--- src/rtl/if_program_loader_pkg.sv ---
// rtl/if_program_loader_pkg.sv - shared command, response and state definitions for the program loader
package if_program_loader_pkg;

    localparam int          WORD_SIZE_IN_BYTES = 4;
    localparam logic [31:0] INSTRUCTION_HALT   = 32'hFFFF_FFFF;

    localparam logic [7:0] CMD_LOAD = 8'h4C;
    localparam logic [7:0] CMD_RUN  = 8'h43;
    localparam logic [7:0] CMD_STEP = 8'h53;

    localparam logic [7:0] RSP_LOAD_OK  = 8'hA0;
    localparam logic [7:0] RSP_STEP     = 8'hA1;
    localparam logic [7:0] RSP_END      = 8'hA2;
    localparam logic [7:0] RSP_MEM_FULL = 8'hE1;
    localparam logic [7:0] RSP_EMPTY    = 8'hE2;

    typedef enum logic [2:0] {
        ST_IDLE  = 3'd0,
        ST_LOAD  = 3'd1,
        ST_WRITE = 3'd2,
        ST_RUN   = 3'd3,
        ST_STEP  = 3'd4,
        ST_RESP  = 3'd5
    } state_t;

endpackage

--- src/rtl/if_program_loader_byte_to_word_assembler.sv ---
// rtl/if_program_loader_byte_to_word_assembler.sv - MSB-first byte shifter with byte counter and word-ready flag
module if_program_loader_byte_to_word_assembler #(
    parameter int WORD_SIZE_IN_BYTES = 4
) (
    input  logic                            i_clk,
    input  logic                            i_reset,
    input  logic                            i_clear,
    input  logic                            i_push,
    input  logic [7:0]                      i_byte,
    output logic [8*WORD_SIZE_IN_BYTES-1:0] o_word,
    output logic                            o_word_ready
);

    localparam int BUS_SIZE = 8 * WORD_SIZE_IN_BYTES;
    localparam int CW       = $clog2(WORD_SIZE_IN_BYTES + 1);

    logic [CW-1:0] byte_count;

    // Clear only restarts the count; the last word stays visible on o_word.
    always_ff @(posedge i_clk) begin
        if (i_reset) begin
            byte_count   <= '0;
            o_word       <= '0;
            o_word_ready <= 1'b0;
        end else if (i_clear) begin
            byte_count   <= '0;
            o_word_ready <= 1'b0;
        end else if (i_push) begin
            o_word <= {o_word[BUS_SIZE-9:0], i_byte};
            if (byte_count == CW'(WORD_SIZE_IN_BYTES - 1)) begin
                byte_count   <= '0;
                o_word_ready <= 1'b1;
            end else begin
                byte_count <= byte_count + 1'b1;
            end
        end
    end

endmodule

--- src/rtl/if_program_loader.sv ---
// rtl/if_program_loader.sv - host command FSM that loads instruction memory and sequences run/step
module if_program_loader
    import if_program_loader_pkg::*;
#(
    parameter int                            WORD_SIZE_IN_BYTES = if_program_loader_pkg::WORD_SIZE_IN_BYTES,
    parameter logic [8*WORD_SIZE_IN_BYTES-1:0] HALT_INSTRUCTION = INSTRUCTION_HALT
) (
    input  logic                            i_clk,
    input  logic                            i_reset,
    input  logic                            i_rx_valid,
    input  logic [7:0]                      i_rx_data,
    output logic                            o_rx_pop,
    input  logic                            i_tx_busy,
    output logic                            o_tx_start,
    output logic [7:0]                      o_tx_data,
    input  logic                            i_full_mem,
    input  logic                            i_empty_mem,
    input  logic                            i_end_program,
    output logic                            o_write_mem,
    output logic [8*WORD_SIZE_IN_BYTES-1:0] o_instruction,
    output logic                            o_start,
    output logic                            o_enable,
    output logic [2:0]                      o_state
);

    localparam int BUS_SIZE = 8 * WORD_SIZE_IN_BYTES;

    state_t              state, state_next;
    logic                started, started_next;
    logic [7:0]          resp_code, resp_code_next;
    logic                asm_clear, asm_push;
    logic [BUS_SIZE-1:0] word;
    logic                word_ready;

    if_program_loader_byte_to_word_assembler #(
        .WORD_SIZE_IN_BYTES(WORD_SIZE_IN_BYTES)
    ) u_assembler (
        .i_clk       (i_clk),
        .i_reset     (i_reset),
        .i_clear     (asm_clear),
        .i_push      (asm_push),
        .i_byte      (i_rx_data),
        .o_word      (word),
        .o_word_ready(word_ready)
    );

    always_ff @(posedge i_clk) begin
        if (i_reset) begin
            state     <= ST_IDLE;
            started   <= 1'b0;
            resp_code <= 8'h00;
        end else begin
            state     <= state_next;
            started   <= started_next;
            resp_code <= resp_code_next;
        end
    end

    // Strobes are combinational from state; reset masks them so every output reads 0.
    always_comb begin
        state_next     = state;
        started_next   = started;
        resp_code_next = resp_code;
        o_rx_pop       = 1'b0;
        asm_push       = 1'b0;
        asm_clear      = 1'b0;
        o_write_mem    = 1'b0;
        o_start        = 1'b0;
        o_enable       = 1'b0;
        o_tx_start     = 1'b0;
        if (!i_reset) begin
            case (state)
                ST_IDLE: begin
                    if (i_rx_valid) begin
                        o_rx_pop = 1'b1;
                        case (i_rx_data)
                            CMD_LOAD: begin
                                state_next = ST_LOAD;
                                asm_clear  = 1'b1;
                            end
                            CMD_RUN:  state_next = ST_RUN;
                            CMD_STEP: state_next = ST_STEP;
                            default:  state_next = ST_IDLE;
                        endcase
                    end
                end
                ST_LOAD: begin
                    if (word_ready) begin
                        state_next = ST_WRITE;
                    end else if (i_rx_valid) begin
                        o_rx_pop = 1'b1;
                        asm_push = 1'b1;
                    end
                end
                ST_WRITE: begin
                    asm_clear = 1'b1;
                    if (i_full_mem) begin
                        resp_code_next = RSP_MEM_FULL;
                        state_next     = ST_RESP;
                    end else begin
                        o_write_mem = 1'b1;
                        if (word == HALT_INSTRUCTION) begin
                            resp_code_next = RSP_LOAD_OK;
                            started_next   = 1'b0;
                            state_next     = ST_RESP;
                        end else begin
                            state_next = ST_LOAD;
                        end
                    end
                end
                ST_RUN: begin
                    if (i_empty_mem) begin
                        resp_code_next = RSP_EMPTY;
                        state_next     = ST_RESP;
                    end else if (i_end_program) begin
                        resp_code_next = RSP_END;
                        state_next     = ST_RESP;
                    end else begin
                        o_enable = 1'b1;
                        if (!started) begin
                            o_start      = 1'b1;
                            started_next = 1'b1;
                        end
                    end
                end
                ST_STEP: begin
                    state_next = ST_RESP;
                    if (i_empty_mem) begin
                        resp_code_next = RSP_EMPTY;
                    end else if (i_end_program) begin
                        resp_code_next = RSP_END;
                    end else begin
                        resp_code_next = RSP_STEP;
                        o_enable       = 1'b1;
                        if (!started) begin
                            o_start      = 1'b1;
                            started_next = 1'b1;
                        end
                    end
                end
                ST_RESP: begin
                    if (!i_tx_busy) begin
                        o_tx_start = 1'b1;
                        state_next = ST_IDLE;
                    end
                end
                default: state_next = ST_IDLE;
            endcase
        end
    end

    assign o_tx_data     = resp_code;
    assign o_instruction = word;
    assign o_state       = state;

endmodule

--- config.mk ---
export PLATFORM = sky130hd
export DESIGN_NAME = if_program_loader
export DESIGN_NICKNAME = d
export VERILOG_FILES = /design/src/rtl/if_program_loader_pkg.sv /design/src/rtl/if_program_loader_byte_to_word_assembler.sv /design/src/rtl/if_program_loader.sv
export SDC_FILE = /design/constraint.sdc
export NUM_CORES = 1
export LEC_CHECK = 0
export CAP_MARGIN = 20
export CORE_MARGIN = 4
export CORE_UTILIZATION = 40
export DETAILED_ROUTE_END_ITERATION = 6
export PLACE_DENSITY = 0.78
export SLEW_MARGIN = 20
export SYNTH_ARGS = -nofsm -noshare
export SYNTH_HDL_FRONTEND = slang
export SYNTH_SLANG_ARGS = --single-unit
--- constraint.sdc ---
create_clock -name i_clk -period 1.78 [get_ports i_clk]
set_input_delay 0.356 -clock i_clk [delete_from_list [all_inputs] [get_ports i_clk]]
set_output_delay 0.356 -clock i_clk [all_outputs]
set_load 0.01 [all_outputs]
==> summary.txt, run 1 <==
DRT
----------------------------------------------------------------------------------------
First drt pass iteration count                                                         4
Via count                                                                          2,162
Average wire per standard cell                                                   13.8 um
Number of DRC markers in iteration 0                                                 124
Remaining antenna violation count after routing                                        0
Drt total wl                                                                     5.82 mm
Post-detailed-route via-to-cell ratio                                               5.11
Number of design rule violations left after detail routing                             0

POWER
----------------------------------------------------------------------------------------
Internal power                                                                 0.00147 W
Leak Pwr                                                                         1.21 nW
Clock Power Share                                                                  41.8%
Register share of total power                                                      51.8%
Combinational cell fraction of total power                                          6.3%
Switching power                                                               0.000423 W
Proportion of total power due to net switching                                     22.4%
Maximum ir drop on the vdd rail                                               0.000539 V
PD cells                                                                     599 nW/um^2

WORST SETUP PATH
----------------------------------------------------------------------------------------
Critical Path, Cell by Cell                                                 nor3b_4, a21oi_2, or4_4, nor2_2, buf_2
Origin of the critical flop-to-flop path                                    o_state[0]$_SDFFE_PP0P_
Top Family by Delay on Critical Path                                        simple AND/OR/NAND/NOR gates
End of the worst register-to-register path                                  o_state[2]$_SDFFE_PP0P_
Data arrival, critical path                                                      1610 ps
Worst path bufs/invs                                                                   1
Length in cells of the worst reg-to-reg path                                           6
Worst setup EP type                                                         primary output
Logic depth of the worst setup path including buffers                                  5
Critical Path Sink                                                               o_start
Element type at the critical path start                                             flop
CP max stage cell                                                           sky130_fd_sc_hd__or4_4
Maximum fanout count along the critical path                                           4
Setup crit start                                                            o_state[2]$_SDFFE_PP0P_
Biggest cell delay along the critical path                                        430 ps
Critical path start-end classification                                           reg2out
R2r setup slk                                                                     130 ps
Critical path data required time                                                 1420 ps

CLOCK NETWORK
----------------------------------------------------------------------------------------
# clock sinks                                                                         44
Clock slew at the register clock pins of the worst setup and hold paths            90 ps
Number of buffers added by the clock tree synthesis step                               5
Later-pin clock latency in the skew report                                        310 ps
Clock tree from TritonCTS                                                           done
Master cell of the clock root buffer                                        sky130_fd_sc_hd__clkbuf_8
Htree depth                                                                            2
Total of hold buffers inserted after clock tree synthesis                              0
Maximum clock path buffer count                                                        2

PLACE
----------------------------------------------------------------------------------------
Area post-placement                                                           2980 sq um
Final GP Congestion                                                                0.857
Port bufs                                                                             59
Total half-perimeter wirelength after legalization and detailed placement        4.16 mm
Placed Cells                                                                         413
Pre-CTS setup slack                                                              -644 ps

SYNTHESIS
----------------------------------------------------------------------------------------
Flip-flop and latch count after synthesis                                             44
EDFF count, synth                                                                      0
Synthesis Warnings                                                                     0
Proportion of synthesized flip-flops having asynchronous set or reset                 0%
Compound-gate portion of the synthesized area                                      16.2%
Gate count after technology mapping                                                  258
Fraction of synthesized area in multiplexers                                       2.61%
Area fraction of the dominant cell type after synthesis                            43.7%
Fraction of the mapped netlist area in simple logic gates                          31.3%
Main area contributors after synthesis                                      sky130_fd_sc_hd__dfxtp_1 (44%), sky130_fd_sc_hd__nand2_1 (14%), sky130_fd_sc_hd__a21oi_1 (10%)
XOR/XNOR Fraction of Synth Area                                                       0%
Area share of fa/ha/maj cells after synthesis                                     0.621%
Register area share after synthesis                                                43.7%
Yosys top cell by area                                                      sky130_fd_sc_hd__dfxtp_1
Mean instance size in the synthesized netlist                                 7.81 sq um
Leading register cell type out of synthesis                                 sky130_fd_sc_hd__dfxtp_1
Unique cell type count in the Yosys netlist                                           40
Main combinational cell family by area after synthesis                      simple AND/OR/NAND/NOR gates
Syn Std Cell Area                                                             2020 sq um

TIMING
----------------------------------------------------------------------------------------
Sum of negative setup slack                                                      -338 ps
Count of final setup violators                                                         2
Max Slew Vio Count                                                                     0
Unrepaired setup endpoints after global routing                                      yes
Hold slack final                                                                  441 ps
Clock Skew                                                                       7.75 ps
Achievable Freq                                                                0.509 GHz
Final cycle utilization of the critical path                                        110%
Worst-case setup margin in the final layout                                      -185 ps
Number of hold violations in the final report                                          0
Min cycle time layout                                                            1960 ps

FINISH
----------------------------------------------------------------------------------------
Non-filler cells in the finished layout                                              423
Final Cell Area                                                               3150 sq um
Fraction of layout instances using a drive strength above 1                        21.9%
Synth-to-Final Area Change                                                         56.5%
Total inserted antenna cells                                                           0
Number of nets in the final layout                                                   371

RUN STATUS
----------------------------------------------------------------------------------------
Run status                                                                  complete, but fails checks
Violated checks                                                             setup timing

FLOORPLAN
----------------------------------------------------------------------------------------
Overall die area                                                              6240 sq um
Starting utilization of the core area                                              41.8%
I/O pin count                                                                         63
Placement Rows                                                                        25
Floorplan Core Area                                                           4820 sq um
Die boundary height                                                              79.0 um
Die Span X                                                                       79.0 um

JOB
----------------------------------------------------------------------------------------
Maxcap violations                                                                      0

GRT
----------------------------------------------------------------------------------------
Number of global-route vias before repair                                          2,090
Combined global-route utilization of all metal layers                              19.4%
Initial antenna violation count                                                        0
Wire length of the first global-routing pass                                     9.57 mm
Maximum number of pins on one net before global-route repair                          42
Grt ovf                                                                                0

HOLD PATH
----------------------------------------------------------------------------------------
Worst hold path type                                                             reg2reg

-- timing repair --
item / 4_1_cts / 5_1_grt
setup buffers: 1 / 1
setup endpoints to repair: 7 / 8
gates cloned: 0 / 0
resized for setup: 35 / 8
pin swaps: 2 / 2
-- placed cells by master, fill, tap and decap left out, types with 5 or more instances in the layout --
cell type / netlist / layout
sky130_fd_sc_hd__nor2_1: 14 / 13
sky130_fd_sc_hd__dfxtp_1: 44 / 41
sky130_fd_sc_hd__buf_4: 4 / 45
sky130_fd_sc_hd__nand2b_1: 5 / 5
sky130_fd_sc_hd__nor3_1: 7 / 6
sky130_fd_sc_hd__a21oi_1: 41 / 40
sky130_fd_sc_hd__clkdlybuf4s50_1: 0 / 51
sky130_fd_sc_hd__nand2_1: 73 / 73
sky130_fd_sc_hd__nand4_1: 9 / 9
sky130_fd_sc_hd__buf_2: 6 / 5
sky130_fd_sc_hd__clkbuf_8: 0 / 5
-- Yosys cell counts, types with 2 or more instances --
library cell	count
sky130_fd_sc_hd__clkbuf_1	8
sky130_fd_sc_hd__nor4_1	3
sky130_fd_sc_hd__and3b_1	4
sky130_fd_sc_hd__buf_4	4
sky130_fd_sc_hd__buf_2	6
sky130_fd_sc_hd__o21ai_0	3
sky130_fd_sc_hd__nand3b_1	2
sky130_fd_sc_hd__nand2b_1	5
sky130_fd_sc_hd__nand4_1	9
sky130_fd_sc_hd__dfxtp_1	44
sky130_fd_sc_hd__mux2_1	2
sky130_fd_sc_hd__nor3_1	7
sky130_fd_sc_hd__mux2i_1	3
sky130_fd_sc_hd__nor2b_1	5
sky130_fd_sc_hd__a21oi_2	2
sky130_fd_sc_hd__a21oi_1	41
sky130_fd_sc_hd__nor2_1	14
sky130_fd_sc_hd__o21ai_1	2
sky130_fd_sc_hd__nand2_1	73
-- kinds of logic (layout without fill, tap and decap cells) --
| kind of cell | after synthesis | after routing |
|---|---|---|
| simple gates | 129 | 129 |
| compound gates | 57 | 57 |
| flops | 44 | 44 |
| buf+inv | 21 | 117 |
| mux | 5 | 5 |
| fa+ha+maj | 1 | 1 |
| other cells | 1 | 3 |
-- worst register-to-register path, delay by kind of cell (launching register included) --
| family | cells | cell delay, ps |
|---|---|---|
| buf+inv | 1 | 150 |
| flops | 1 | 370 |
| compound gates | 2 | 470 |
| simple gates | 3 | 590 |
-- flip-flops by register name, summed over array words and instances (netlist names) --
register / flops
started: 1
u_assembler.o_word_ready: 1
u_assembler.byte_count: 3
o_state: 3
u_assembler.o_word: 32
o_tx_data: 4
-- through the flow --
step	power, W	utilization [%]
4_1_cts	0.00190	64.6
6_report	0.00189	65.5
2_1_floorplan	0.00105	-
3_3_place_gp	0.00112	61.8
5_1_grt	0.00196	65.5
3_5_place_dp	0.00112	61.8
-- worst min-delay path by stage --
stage,start,endpoint,slack (ps),cells after the start
floorplan,u_assembler.byte_count[2]$_SDFFE_PP0P_,u_assembler.byte_count[2]$_SDFFE_PP0P_,410,2
global placement,u_assembler.byte_count[2]$_SDFFE_PP0P_,u_assembler.byte_count[2]$_SDFFE_PP0P_,420,2
detailed placement,u_assembler.byte_count[2]$_SDFFE_PP0P_,u_assembler.byte_count[2]$_SDFFE_PP0P_,430,2
CTS,u_assembler.byte_count[2]$_SDFFE_PP0P_,u_assembler.byte_count[2]$_SDFFE_PP0P_,450,2
global route,u_assembler.byte_count[2]$_SDFFE_PP0P_,u_assembler.byte_count[2]$_SDFFE_PP0P_,470,2
finish,u_assembler.byte_count[2]$_SDFFE_PP0P_,u_assembler.byte_count[2]$_SDFFE_PP0P_,440,2
-- power by group through the flow --
stage | Sequential, W | Clock [W] | Combinational, W
2_1_floorplan | 0.00101 | 0 | 0.0000452
3_3_place_gp | 0.00101 | 0 | 0.000115
3_5_place_dp | 0.00101 | 0 | 0.000116
4_1_cts | 0.000981 | 0.000806 | 0.000116
5_1_grt | 0.000980 | 0.000852 | 0.000129
6_report | 0.000980 | 0.000790 | 0.000120
-- cell type report --
class                      count  area [sq um]
inverter                       1          3.75
clock inverter                 3          46.3
sequential                    44           892
fill                         419          1660
multi-input combinational    195          1090
timing repair buffer         108           966
clock buffer                   5          68.8
tap                           67          83.8
-- per-layer routing --
metal	vias to the layer above	GRT usage, %	part of all wire (%)
met1	1023	23.3	42
met4	0	8.42	2.1
met2	56	33.0	50
li1	1072	-	-
met5	-	0	0
met3	11	4.76	5.8
No activity file was read; power rests on OpenSTA's default activity.
==> inputs of run 2 (changes only) <==
--- a/config.mk
+++ b/config.mk
@@ -6,7 +6,6 @@
 export NUM_CORES = 1
 export LEC_CHECK = 0
 export CAP_MARGIN = 20
-export CORE_MARGIN = 4
 export CORE_UTILIZATION = 40
 export DETAILED_ROUTE_END_ITERATION = 6
 export PLACE_DENSITY = 0.78
==> run 2 against run 1 <==
Net effect: the flow still finishes with violations (setup timing); wire length is 6.4% lower; flip-flop and latch count stayed put; sequential share of layout area is 0.78 points higher; via count hardly changed; sequential power hardly changed; non-clock buffer count is 9 lower; utilization is 1.3 points lower; clock skew is 2.0 ps lower; maximum frequency is 2.3% higher.
==> summary.txt, run 2 (synthesized netlist as in run 1, its figures left out) <==
WORST SETUP PATH
----------------------------------------------------------------------------------------
Top Family by Delay on Critical Path                                        simple AND/OR/NAND/NOR gates
Maximum fanout count along the critical path                                           3
Element type at the critical path start                                             flop
Worst setup EP type                                                         primary output
Setup crit start                                                            o_state[2]$_SDFFE_PP0P_
Data arrival, critical path                                                      1560 ps
Critical Path, Cell by Cell                                                 nor3b_4, a21oi_2, or4_4, nor2_2, buf_2
Worst path bufs/invs                                                                   1
Critical path data required time                                                 1420 ps
Biggest cell delay along the critical path                                        430 ps
Origin of the critical flop-to-flop path                                    o_state[0]$_SDFFE_PP0P_
Critical path start-end classification                                           reg2out
CP max stage cell                                                           sky130_fd_sc_hd__or4_4

GRT
----------------------------------------------------------------------------------------
Number of global-route vias before repair                                          1,889
Wire length of the first global-routing pass                                     8.80 mm
Combined global-route utilization of all metal layers                              21.5%
Grt ovf                                                                                0
Initial antenna violation count                                                        0
Maximum number of pins on one net before global-route repair                          42

FLOORPLAN
----------------------------------------------------------------------------------------
Placement Rows                                                                        25
Overall die area                                                              5330 sq um
Starting utilization of the core area                                              42.1%
Floorplan Core Area                                                           4790 sq um
Die Span X                                                                       73.0 um
Die boundary height                                                              73.0 um
I/O pin count                                                                         63

DRT
----------------------------------------------------------------------------------------
Via count                                                                          2,164
Drt total wl                                                                     5.45 mm
Average wire per standard cell                                                   13.2 um
Post-detailed-route via-to-cell ratio                                               5.24
Number of DRC markers in iteration 0                                                 170
Remaining antenna violation count after routing                                        0
Number of design rule violations left after detail routing                             0
First drt pass iteration count                                                         4

FINISH
----------------------------------------------------------------------------------------
Highest-count cells in the layout ignoring fill and taps                    sky130_fd_sc_hd__nand2_1 (73), sky130_fd_sc_hd__clkdlybuf4s50_1 (50), sky130_fd_sc_hd__dfxtp_1 (41), sky130_fd_sc_hd__a21oi_1 (39), sky130_fd_sc_hd__buf_4 (35)
Synth-to-Final Area Change                                                         52.3%
Total inserted antenna cells                                                           0
Fraction of layout instances using a drive strength above 1                        19.7%
Number of flip-flops in the largest register                                          32
Largest Register                                                            u_assembler.o_word
Number of nets in the final layout                                                   362
Most common cell after layout, fill and taps aside                          sky130_fd_sc_hd__nand2_1
Non-filler cells in the finished layout                                              413
Final Cell Area                                                               3070 sq um

CLOCK NETWORK
----------------------------------------------------------------------------------------
Maximum clock path buffer count                                                        2
Number of buffers added by the clock tree synthesis step                               5
Htree depth                                                                            2
# clock sinks                                                                         44
Clock tree from TritonCTS                                                           done
Clock slew at the register clock pins of the worst setup and hold paths            80 ps
Later-pin clock latency in the skew report                                        290 ps
Master cell of the clock root buffer                                        sky130_fd_sc_hd__clkbuf_8

TIMING
----------------------------------------------------------------------------------------
Final cycle utilization of the critical path                                        108%
Max Slew Vio Count                                                                     0
Unrepaired setup endpoints after global routing                                      yes
Worst-case setup margin in the final layout                                      -140 ps
Achievable Freq                                                                0.521 GHz
Clock Skew                                                                       5.71 ps
Number of hold violations in the final report                                          0
Min cycle time layout                                                            1920 ps
Sum of negative setup slack                                                      -254 ps
Count of final setup violators                                                         2

HOLD PATH
----------------------------------------------------------------------------------------
Worst hold path type                                                             reg2reg
Hold Startpoint                                                             u_assembler.byte_count[2]$_SDFFE_PP0P_

POWER
----------------------------------------------------------------------------------------
Maximum ir drop on the vdd rail                                               0.000373 V
PD cells                                                                     551 nW/um^2
Leak Pwr                                                                         1.17 nW

RUN STATUS
----------------------------------------------------------------------------------------
Violated checks                                                             setup timing
Run status                                                                  complete, but fails checks

PLACE
----------------------------------------------------------------------------------------
Total half-perimeter wirelength after legalization and detailed placement        3.98 mm
Final GP Congestion                                                                0.943
Placed Cells                                                                         403
Port bufs                                                                             59
Area post-placement                                                           2900 sq um

JOB
----------------------------------------------------------------------------------------
Maxcap violations                                                                      0

## run 2: tightest hold or removal path: stages, from the launching register on
cell and delay, ps:
sky130_fd_sc_hd__dfxtp_1 320, sky130_fd_sc_hd__nand2_1 50, sky130_fd_sc_hd__nor2_1 30
## run 2: cell type report
type	count	area, sq um
multi-input combinational	195	1100
sequential	44	892
inverter	1	3.75
timing repair buffer	99	905
tap	67	83.8
fill	394	1720
clock buffer	5	68.8
clock inverter	2	12.5
## run 2: path summary, 6_finish.rpt
kind                                                 end  slack (ps)  cells after the start
setup reg to reg                 o_state[2]$_SDFFE_PP0P_          30                      7
hold / removal    u_assembler.byte_count[2]$_SDFFE_PP0P_         440                      2
setup / recovery                                 o_start        -140                      5
hold reg to reg   u_assembler.byte_count[2]$_SDFFE_PP0P_         440                      2
## run 2: what timing repair did
item | CTS | global route
endpoints found under the setup margin | 6 | 11
pin swaps | 3 | 7
setup buffers | 3 | 1
resized for setup | 37 | 9
hold buffers | 0 | 0
## run 2: per-layer routing
metal / track usage [%] / part of all wire (%) / vias to the layer above / routed length [um]
met1: 27.9 / 44 / 1015 / 2370
met3: 3.31 / 5.0 / 10 / 270
met4: 9.37 / 2.0 / 0 / 108
met2: 35.2 / 49 / 83 / 2700
met5: 0 / 0 / - / 0
li1: - / - / 1056 / -
## run 2: metrics by stage
step	hold WS, ps	utilization [%]	setup WS (ps)	total power, W
2_1_floorplan	410	-	8.50	0.00105
3_3_place_gp	418	60.6	-614	0.00112
3_5_place_dp	423	60.6	-619	0.00112
4_1_cts	435	63.4	-145	0.00170
5_1_grt	479	64.1	-220	0.00175
6_report	438	64.1	-140	0.00169
## run 2: report_power, final
| part | internal [W] | leakage (nW) | switching (W) |
|---|---|---|---|
| combinational | 0.0000617 | 0.775 | 0.0000542 |
| clock | 0.000266 | 0.0400 | 0.000329 |
| sequential | 0.000979 | 0.357 | 0.000000522 |
